**config.mk**
```make
export PLATFORM = sky130hd
export DESIGN_NAME = instruction_fetch_unit
export DESIGN_NICKNAME = d
export VERILOG_FILES = /design/src/rtl/instruction_fetch_unit.sv
export SDC_FILE = /design/constraint.sdc
export NUM_CORES = 1
export LEC_CHECK = 0
export ABC_AREA = 0
export CORE_UTILIZATION = 40
export DETAILED_ROUTE_END_ITERATION = 16
export PLACE_DENSITY = 0.8
export SLEW_MARGIN = 5
export SYNTH_ARGS = -nofsm -noshare
export SYNTH_HDL_FRONTEND = slang
export SYNTH_SLANG_ARGS = --single-unit
```
**constraint.sdc**
```tcl
create_clock -name clk -period 2.62 [get_ports clk]
set_clock_uncertainty 0.15 [all_clocks]
set_input_delay 0.655 -clock clk [delete_from_list [all_inputs] [get_ports clk]]
set_output_delay 0.655 -clock clk [all_outputs]
set_load 0.05 [all_outputs]
```
**src/rtl/instruction_fetch_unit.sv**
```systemverilog
// instruction_fetch_unit: IF stage of the 32-bit MIPS pipeline.
// Owns the PC, drives the word-indexed instruction memory address, and
// registers the returned instruction into the IF/ID pipeline register.
// Stalls, redirects and fetches past the end of instruction memory are
// handled here. A fetch past the end parks the unit in HALTED.
// Optional feature: define FETCH_PERF_COUNTERS_EN to add the stall_count
// and flush_count performance counters and their ports.
//
// Handshake: there is no valid/ready pair at this stage. stall is a
// level-sensitive hold from the hazard unit, and redirect is a one-edge
// command that always wins over stall. if_id_valid marks a real
// instruction. When it is 0, the IF/ID contents are a bubble.
// The FSM state is visible on the halted output (1 = HALTED, 0 = RUN).
module instruction_fetch_unit #(
    parameter logic [31:0] RESET_PC   = 32'h0000_0000,
    parameter int          IMEM_DEPTH = 128
) (
    input  logic        clk,
    input  logic        reset,
    input  logic        stall,
    input  logic        redirect,
    input  logic [31:0] redirect_pc,
    output logic [31:0] imem_addr,
    input  logic [31:0] imem_instr,
    output logic [31:0] pc,
    output logic [31:0] if_id_instr,
    output logic [31:0] if_id_pc_plus4,
    output logic        if_id_valid,
`ifdef FETCH_PERF_COUNTERS_EN
    output logic [31:0] stall_count,
    output logic [31:0] flush_count,
`endif
    output logic        halted
);

    typedef enum logic {
        RUN    = 1'b0,
        HALTED = 1'b1
    } state_t;

    localparam logic [29:0] DEPTH_WORDS = 30'(IMEM_DEPTH);

    state_t      state, state_nxt;
    logic [31:0] pc_nxt;
    logic [31:0] instr_nxt;
    logic [31:0] pc_plus4_nxt;
    logic        valid_nxt;
    logic [31:0] pc_plus4;
    logic        out_of_range;

    assign pc_plus4     = pc + 32'd4;
    assign imem_addr    = {2'b00, pc[31:2]};
    assign out_of_range = (pc[31:2] >= DEPTH_WORDS);
    assign halted       = (state == HALTED);

    // Next-state and next IF/ID contents. The order of the checks sets the
    // priority: redirect, then stall, then fetch.
    always_comb begin
        state_nxt    = state;
        pc_nxt       = pc;
        instr_nxt    = if_id_instr;
        pc_plus4_nxt = if_id_pc_plus4;
        valid_nxt    = if_id_valid;
        if (redirect) begin
            // The low address bits are dropped so the PC stays word aligned.
            // Whatever is on imem_instr this cycle is discarded.
            pc_nxt    = {redirect_pc[31:2], 2'b00};
            instr_nxt = 32'h0;
            valid_nxt = 1'b0;
            state_nxt = RUN;
        end else if (stall) begin
            // Hold everything.
            state_nxt = state;
        end else begin
            case (state)
                RUN: begin
                    if (out_of_range) begin
                        instr_nxt = 32'h0;
                        valid_nxt = 1'b0;
                        state_nxt = HALTED;
                    end else begin
                        instr_nxt    = imem_instr;
                        pc_plus4_nxt = pc_plus4;
                        valid_nxt    = 1'b1;
                        pc_nxt       = pc_plus4;
                    end
                end
                HALTED: begin
                    instr_nxt = 32'h0;
                    valid_nxt = 1'b0;
                end
                default: begin
                    state_nxt = RUN;
                end
            endcase
        end
    end

    // State, PC and IF/ID register with synchronous reset.
    always_ff @(posedge clk) begin
        if (reset) begin
            state          <= RUN;
            pc             <= RESET_PC;
            if_id_instr    <= 32'h0;
            if_id_pc_plus4 <= 32'h0;
            if_id_valid    <= 1'b0;
        end else begin
            state          <= state_nxt;
            pc             <= pc_nxt;
            if_id_instr    <= instr_nxt;
            if_id_pc_plus4 <= pc_plus4_nxt;
            if_id_valid    <= valid_nxt;
        end
    end

`ifdef FETCH_PERF_COUNTERS_EN
    // Performance counters. A stall counts only when no redirect overrides it.
    // Both counters wrap naturally on overflow.
    always_ff @(posedge clk) begin
        if (reset) begin
            stall_count <= 32'h0;
            flush_count <= 32'h0;
        end else begin
            if (stall && !redirect) begin
                stall_count <= stall_count + 32'd1;
            end
            if (redirect) begin
                flush_count <= flush_count + 32'd1;
            end
        end
    end
`endif

endmodule

```
Word level (Yosys, flattened, before mapping)
Cells that the tools add are included.
{"block": "word_totals", "reg_bits": 98, "latchBits": 0, "mem_bits_rw": 0, "rom_bits": 0, "wordCells": 29, "n_memories": 0}
{"block": "op_classes", "addsub": 1, "multipliers": 0, "div": 0, "order_cmp": 1, "n_eq_ne": 3, "n_shift": 0, "muxes": 10, "bitwise": 4, "n_reduce_logical": 4}
{"op": "two-way mux 32 bit", "count": 5}
{"op": "one-hot mux 32 bit (2 select lines)", "count": 1}
{"op": "adder 32 x 3 -> 32 bit, second input constant", "count": 1}
{"op": "greater-or-equal comparator 30 x 8 -> 1 bit, second input constant", "count": 1}
{"op": "AND reduction 3 bit", "count": 2}
{"op": "!= test 2 bit, second input constant", "count": 2}
{"op": "inverter 1 bit", "count": 4}
{"op": "AND reduction 4 bit", "count": 1}
{"op": "two-way mux 1 bit", "count": 3}
{"op": "!= test 2 x 1 -> 1 bit, second input constant", "count": 1}
{"op": "one-hot mux 1 bit (2 select lines)", "count": 1}
{"op": "OR reduction 2 bit", "count": 1}

Depth between registers and ports, before layout
Gate-level depths: netlist (run 1).
{"block": "depth", "depth_word": 5, "ltp_mapped": 8, "depth_no_buf": 6}

Least setup slack after synthesis (run 1)
No wires, ideal clock.
{"block": "synth_path", "path_kind": "reg2reg", "from": "register pc[2]", "to": "register pc[4]", "t_arrival_ns": 2.048, "setup_slack_ns": 0.334, "path_stages_with_launch": 7, "path_buffers": 0, "cell_sequence": "dfxtp_1 -> inv_1 -> ha_1 -> nand4bb_1 -> o211ai_2 -> or4_1 -> a311oi_2"}
{"block": "synth_via", "elab_chain_len": 5}
{"element": "start, declared", "line_no": "25", "source": "output logic [31:0] pc,"}
{"element": "start signal, assigned", "line_no": "109", "source": "pc <= pc_nxt;"}
{"element": "adder 32 x 3 -> 32 bit", "line_no": "51", "source": "assign pc_plus4 = pc + 32'd4;"}
{"element": "two-way mux 32 bit", "line_no": "77", "source": "if (out_of_range) begin"}
{"element": "two-way mux 32 bit", "line_no": "75", "source": "case (state)"}
{"element": "two-way mux 32 bit", "line_no": "71", "source": "end else if (stall) begin"}
{"element": "two-way mux 32 bit", "line_no": "64", "source": "if (redirect) begin"}
Parallel ways exist; a longest one is shown, timed or not. The select of a mux whose other input is x is not followed.
A chain may end at the register's enable or synchronous reset.

Final worst setup path (run 1)
{"block": "layout_path", "from": "register pc[4]", "to": "output imem_addr[2]"}
{"element": "end, declared", "line_no": "23", "source": "output logic [31:0] imem_addr,"}
No word-level cell between the ends.

==> results of run 1 <==
synthesized netlist by cell type (all sizes together), types with 3 or more instances:
library cell	n
or3	4
xor2	3
a2111oi	3
dfxtp	94
nor3	3
inv	6
a311oi	4
nand2	42
o31ai	3
a21oi	34
nand3	3
a31oi	8
buf	53
mux2i	22
and2	22
nand4	35
nor4	7
xnor2	3
nor2	35
a211oi	6
clkbuf	14
per-layer routing:
layer / vias up / track usage, %
met2: 156 / 34.9
met1: 1683 / 24.9
met5: - / 0
met3: 16 / 5.06
li1: 1756 / -
met4: 0 / 7.36
layout make-up:
type,instances,area (um2)
fillers,862,3750
well taps,133,166
clock buffers,13,159
multi-input cells,263,1700
inverters,6,22.5
flip-flops and latches,94,1880
repair buffers,201,2010
clock inverters,3,42.5
logic make-up after synthesis:
logic type	after synthesis	synth area share, %
buf+inv	73	10.9
xor+xnor	6	1.31
flops	94	47.1
mux	22	5.51
compound gates	68	12.0
simple gates	159	22.5
fa+ha+maj	2	0.626
other cells	1	0.0938
flip-flops by register name, indices dropped and copies added, names as in the netlist:
signal / flops
if_id_instr: 32
halted: 1
pc: 30
if_id_valid: 1
if_id_pc_plus4: 30
through the flow:
step                      cell area [um2]  setup WS, ns  hold WS [ns]
after floorplan                      4020         0.334         0.514
after global placement               5770         0.190         0.293
after detailed placement             5770        0.0930         0.295
after CTS                            5970        0.0544         0.314
after global routing                 5980       0.00678         0.330
final                                5980        0.0805         0.313
final timing paths:
path,startpoint,endpoint,slack [ns],depth (start not counted)
setup / recovery,pc[4],imem_addr[2],0.08,1
hold reg to reg,if_id_instr[29],if_id_instr[29],0.31,2
setup reg to reg,pc[4],if_id_pc_plus4[18],0.35,4
hold / removal,if_id_instr[29],if_id_instr[29],0.31,2
where the power goes:
| group | switching (mW) | internal (mW) |
|---|---|---|
| registers | 0.0483 | 1.46 |
| clock network | 0.483 | 0.494 |
| logic | 0.420 | 0.262 |
| total | 0.952 | 2.21 |
what timing repair did:
item | 4_1_cts | 5_1_grt
setup endpoints to repair | 0 | 2
hold buffers | 0 | 0
resized for setup | 0 | 2
==> metrics.cfg, run 1 <==
[route]
top_layer=met4
wl_met1_um=4530
remaining_drc_errors=0
wl_met3_um=784
wl_um=10800
vias_per_cell=5.06
vias=3611
wl_met2_um=5270
ant_nets=0
detail_route.wl_per_cell_um=15.2
first_iter_violations=189
drt-pass1-iter-count=5

[synth]
avgSynthCellArea_um2=9.41
synthArstFlopShare_pct=0
synthTopCellsByArea=dfxtp_1 (47%), buf_4 (7.5%), mux2i_1 (5.5%)
syn-cell-area_mm2=0.00400
ys_ff_latch=94
synth_edf_count=0
ys.flop_type=dfxtp_1
ys_warn_count=0
synth.largest_area_cell=dfxtp_1
ys_seq_area_share_pct=47.1
netlist_instances=425
yosysTopAreaCellShare_pct=47.1
synth_cell_types=47

[critical_path]
max_stage_delay_ns=0.87
cp_data_arrival_time_ns=1.73
cp-end-kind=primary output
path_delay_family=buffers and inverters
critPathLaunchType=register
worst-setup-path-type=reg -> out
path_buf_inv=1
critical_path.slowest_cell=clkdlybuf4s50_1
cp_cell_sequence=clkdlybuf4s50_1
cp.required_ns=1.81
path_max_fanout=8

[timing]
fin_crit_ns=2.54
final_max_slew_viol_count=0
hold_viol=0
post-route-period-util_pct=96.9
tightest_slew_ns=0.772
rsz0062_at_grt=false
setup_tns_ns=0
finalSetupViolations=0
slew_headroom_pct=48.4
fmax_ghz=0.394

[place]
port_buffers=189
dpl.hpwl_um=7720
dp.cells=697
gp_congestion=0.751

[finish]
n_antenna_cell=0
drive_above_1_share_pct=7.76
syn_to_final_growth_pct=49.5
nets=645
final_cell_mix=clkdlybuf4s50_1 (186), dfxtp_1 (94), nand2_1 (42)
final_common_cell=clkdlybuf4s50_1
post-route-util_pct=61.4
instances_no_fill=713

[global_routing]
track_usage_pct=20.4
first_global_vias=3408
grt_max_degree=50
grt_overflow=0
antenna_found_initial=0
grt_pass1_wl_um=16700

[floorplanning]
io_pins=198
rows=36
initial_core_util_pct=41.1
core_region_area_mm2=0.00973
die_w_um=102
dieHeight_um=102
die_area_mm2=0.0104

[clock_tree]
insertion_delay_ns=0.35
clock-sinks=94
tritoncts=yes
cts.path.max_buffers=2
htree_levels=3
clk_pin_slew_ns=0.09
cts_made_buffers=9
post-cts-setup-buffer-count=0
root_buffer=clkbuf_8

[outcome]
status=finished clean

[power_and_ir_drop]
power.total_mw=3.17
power_density_mw_per_mm2=530
peakVddDrop_uv=330
p_leak_nw=2.14

[worst_hold_path]
hold_class=reg -> reg

[flow_run]
drv_cap=0

No activity file was read; power rests on OpenSTA's default activity.
==> run 2: changes to the inputs <==
--- a/config.mk
+++ b/config.mk
@@ -6,9 +6,11 @@
 export NUM_CORES = 1
 export LEC_CHECK = 0
 export ABC_AREA = 0
+export CORE_MARGIN = 5
 export CORE_UTILIZATION = 40
 export DETAILED_ROUTE_END_ITERATION = 16
 export PLACE_DENSITY = 0.8
+export RECOVER_POWER = 100
 export SLEW_MARGIN = 5
 export SYNTH_ARGS = -nofsm -noshare
 export SYNTH_HDL_FRONTEND = slang
==> run 2 against run 1 <==
Sequential cell count unchanged. Total power shrank 0.89%. Via count shrank 0.28%. Design area fell by 1.1%. Global-route usage decreased by 1.7 points.
==> metrics.cfg, run 2 (synthesis gave the netlist of run 1 again) <==
[outcome]
status=finished clean

[finish]
final_area_mm2=0.00591
syn_to_final_growth_pct=47.9
reg.largest.list=if_id_instr: 32 flops, if_id_pc_plus4: 30 flops, pc: 30 flops
top_register=if_id_instr
post-route-util_pct=60.5
nets=644
n_antenna_cell=0
final_common_cell=dlygate4sd3_1
final_cell_mix=dlygate4sd3_1 (111), dfxtp_1 (94), clkdlybuf4s50_1 (75)
drive_above_1_share_pct=6.74
largest_reg_flops=32

[global_routing]
first_global_vias=3645
track_usage_pct=18.8
antenna_found_initial=0
grt_overflow=0
grt_max_degree=43
grt_pass1_wl_um=17900

[timing]
tightest_slew_ns=0.773
setup_slack_ns=0.0666
finalSetupViolations=0
rsz0062_at_grt=false
fin_crit_ns=2.55
post-route-period-util_pct=97.5
final_max_slew_viol_count=0
setup_tns_ns=0
slew_headroom_pct=48.3
fmax_ghz=0.392
hold_viol=0

[route]
vias=3601
detail_route.wl_per_cell_um=16.1
drt-pass1-iter-count=4
wl_um=11400
remaining_drc_errors=0
first_iter_violations=208
vias_per_cell=5.06
ant_nets=0

[floorplanning]
initial_core_util_pct=40.9
dieHeight_um=110
core_region_area_mm2=0.00977
rows=36
io_pins=198
die_w_um=110
die_area_mm2=0.0121

[worst_hold_path]
hold_class=reg -> reg

[clock_tree]
insertion_delay_ns=0.35
htree_levels=3
cts.path.max_buffers=2
cts_made_buffers=9
clock-sinks=94
clk_pin_slew_ns=0.08
root_buffer=clkbuf_8
post-cts-setup-buffer-count=0
ctsResizeCount=0
cts_hold_buf=0
tritoncts=yes

[flow_run]
drv_cap=0

[power_and_ir_drop]
peakVddDrop_uv=286
p_leak_nw=2.42
power.total_mw=3.14
power_density_mw_per_mm2=531

[critical_path]
path_delay_family=buffers and inverters
critical_path.slowest_cell=clkdlybuf4s50_1
worst-setup-path-type=reg -> out
critPathLaunchType=register
path_max_fanout=6
path_buf_inv=1
cp_data_arrival_time_ns=1.75
cp_cell_sequence=clkdlybuf4s50_1
cp-end-kind=primary output
max_stage_delay_ns=0.87
cp.required_ns=1.81

[place]
dpl_cell_area_mm2=0.00575
dpl.hpwl_um=8440
place_ws_ns=0.00236
port_buffers=189
gp_congestion=0.779

-- run 2: changes by cell type in the layout (fill, tap and decap cells not counted), moves of 2 or more --
cell,before,now
clkdlybuf4s50_1,186,75
and2_1,22,11
dlygate4sd3_1,0,111
dlymetal6s2s_1,2,0
clkbuf_2,0,2
and2_0,0,11
buf_4,10,7
clkbuf_1,2,5
-- run 2: path summary, 6_finish.rpt --
path             startpoint                 end  slack, ns  depth (start not counted)
max reg2reg           pc[4]  if_id_pc_plus4[20]       0.20                          4
min          if_id_instr[0]      if_id_instr[0]       0.30                          2
max                   pc[9]        imem_addr[7]       0.07                          1
min reg2reg  if_id_instr[0]      if_id_instr[0]       0.30                          2
-- run 2: final cells by class --
class / instances / area [um2]
Clock buffer: 13 / 159
Clock inverter: 3 / 42.5
Fill cell: 859 / 3860
Inverter: 6 / 22.5
Multi-Input combinational cell: 263 / 1680
Sequential cell: 94 / 1880
Tap cell: 133 / 166
Timing Repair Buffer: 200 / 1960
-- run 2: where the power goes --
group | switching, mW | total (mW) | internal (mW) | leakage (nW)
clock | 0.486 | 0.979 | 0.493 | 0.0996
sequential | 0.0476 | 1.51 | 1.46 | 0.764
combinational | 0.418 | 0.653 | 0.234 | 1.56
total | 0.951 | 3.14 | 2.19 | 2.42
-- run 2: metal layers --
layer	vias up	GRT usage, %	wire [um]
li1	1754	-	-
met1	1668	23.8	4890
met2	166	30.8	5430
met3	13	4.78	958
met4	0	6.77	167
met5	-	0	0
-- run 2: metrics by stage --
step | hold slack [ns] | cells
finish | 0.302 | 712
global route | 0.324 | 712
CTS | 0.310 | 712
detailed placement | 0.295 | 696
global placement | 0.287 | 696
floorplan | 0.514 | 430
==> run 3: changes to the inputs <==
--- a/config.mk
+++ b/config.mk
@@ -8,8 +8,9 @@
 export ABC_AREA = 0
 export CORE_MARGIN = 5
 export CORE_UTILIZATION = 40
+export CTS_CLUSTER_DIAMETER = 30
 export DETAILED_ROUTE_END_ITERATION = 16
-export PLACE_DENSITY = 0.8
+export PLACE_DENSITY = 0.86
 export RECOVER_POWER = 100
 export SLEW_MARGIN = 5
 export SYNTH_ARGS = -nofsm -noshare
==> run 3 against run 2 <==
First-iteration DRC count decreased by 27%. Clock-buffer cell count shrank 4. Final cell count unchanged. Sequential power is essentially flat. Design area increased by 0.15%. Register-to-register slack better by 0.10 ns. Total power rose by 1.6%. Sequential share of layout area about the same. Critical endpoint is now pc[7]. Largest cell class unchanged.
==> metrics.cfg, run 3 (synthesis gave the netlist of run 1 again) <==
[outcome]
status=finished clean

[flow_run]
drv_cap=0

[power_and_ir_drop]
power_density_mw_per_mm2=538
p_leak_nw=2.41
peakVddDrop_uv=297
power.total_mw=3.19

[finish]
syn_to_final_growth_pct=48.2
n_antenna_cell=0
final-seq-area_mm2=0.00188
final_common_cell=dlygate4sd3_1
fillers=848
final_area_mm2=0.00592
multiInputGateArea_mm2=0.00168
largest_reg_flops=32
nets=645
final_cell_mix=dlygate4sd3_1 (107), dfxtp_1 (94), clkdlybuf4s50_1 (78)
top_register=if_id_instr
reg.largest.list=if_id_instr: 32 flops, if_id_pc_plus4: 30 flops, pc: 30 flops
drive_above_1_share_pct=7.25

[global_routing]
grt_max_degree=35
grt_pass1_wl_um=18500
grt_overflow=0
antenna_found_initial=0
first_global_vias=3800
track_usage_pct=19.3

[clock_tree]
cts_hold_buf=0
root_buffer=clkbuf_8
ctsResizeCount=0
clk_pin_slew_ns=0.09
cts.path.max_buffers=2
htree_levels=3
clock-sinks=94
post-cts-setup-buffer-count=0
cts_made_buffers=9
tritoncts=yes
insertion_delay_ns=0.36

[route]
drt-pass1-iter-count=4
remaining_drc_errors=0
detail_route.wl_per_cell_um=16.3
vias_per_cell=5.06
ant_nets=0
wl_um=11600
vias=3606
first_iter_violations=152

[critical_path]
max_stage_delay_ns=0.88
worst-setup-path-type=reg -> out
path_buf_inv=1
critPathLaunchType=register
critical_path.slowest_cell=clkdlybuf4s50_1
path_max_fanout=8
reg2reg_slack_ns=0.30
path_delay_family=buffers and inverters
cp_data_arrival_time_ns=1.74
cp-end-kind=primary output
cp_cell_sequence=clkdlybuf4s50_1
cp.required_ns=1.81

[floorplanning]
rows=36
io_pins=198
core_region_area_mm2=0.00977
die_area_mm2=0.0121
dieHeight_um=110
initial_core_util_pct=40.9
die_w_um=110

[timing]
hold_viol=0
fmax_ghz=0.393
rsz0062_at_grt=false
fin_crit_ns=2.55
setup_tns_ns=0
slew_headroom_pct=49.5
final_max_slew_viol_count=0
finalSetupViolations=0
whs_ns=0.307
post-route-period-util_pct=97.2
tightest_slew_ns=0.756

[worst_hold_path]
hold_class=reg -> reg

[place]
gp_congestion=0.845
dpl.hpwl_um=8710
port_buffers=189
dpl_cell_area_mm2=0.00576

==> run 3: area by class of cell <==
class                   instances  area share (%)
repair buffers                201            33.0
flip-flops and latches         94            31.8
multi-input cells             263            28.4
well taps                     133            2.81
clock buffers                   9            2.09
clock inverters                 6            1.48
inverters                       6           0.380
==> run 3: worst paths after layout <==
kind	start	end	cells after the start
max	pc[7]	pc[7]	1
min	if_id_pc_plus4[2]	if_id_pc_plus4[2]	2
max reg2reg	pc[4]	pc[3]	5
min reg2reg	if_id_pc_plus4[2]	if_id_pc_plus4[2]	2
==> run 3: metrics by stage <==
stage          utilization [%]  cells  setup WS [ns]
6_report                  60.6    712         0.0729
5_1_grt                   60.6    712         0.0184
4_1_cts                   61.1    712         0.0322
3_5_place_dp              58.9    697         0.0587
3_3_place_gp              58.9    697          0.157
2_1_floorplan                -    430          0.334
==> run 3: metal layers <==
layer	track usage, %	part of all wire (%)	vias up
met5	0	0	-
met4	6.23	1.1	0
met2	32.8	50	146
li1	-	-	1748
met3	5.88	8.0	11
met1	23.1	41	1701
==> run 3: where the power goes <==
part / internal [mW] / switching, mW / total (mW)
clock: 0.530 / 0.497 / 1.03
combinational: 0.236 / 0.420 / 0.655
sequential: 1.46 / 0.0480 / 1.51
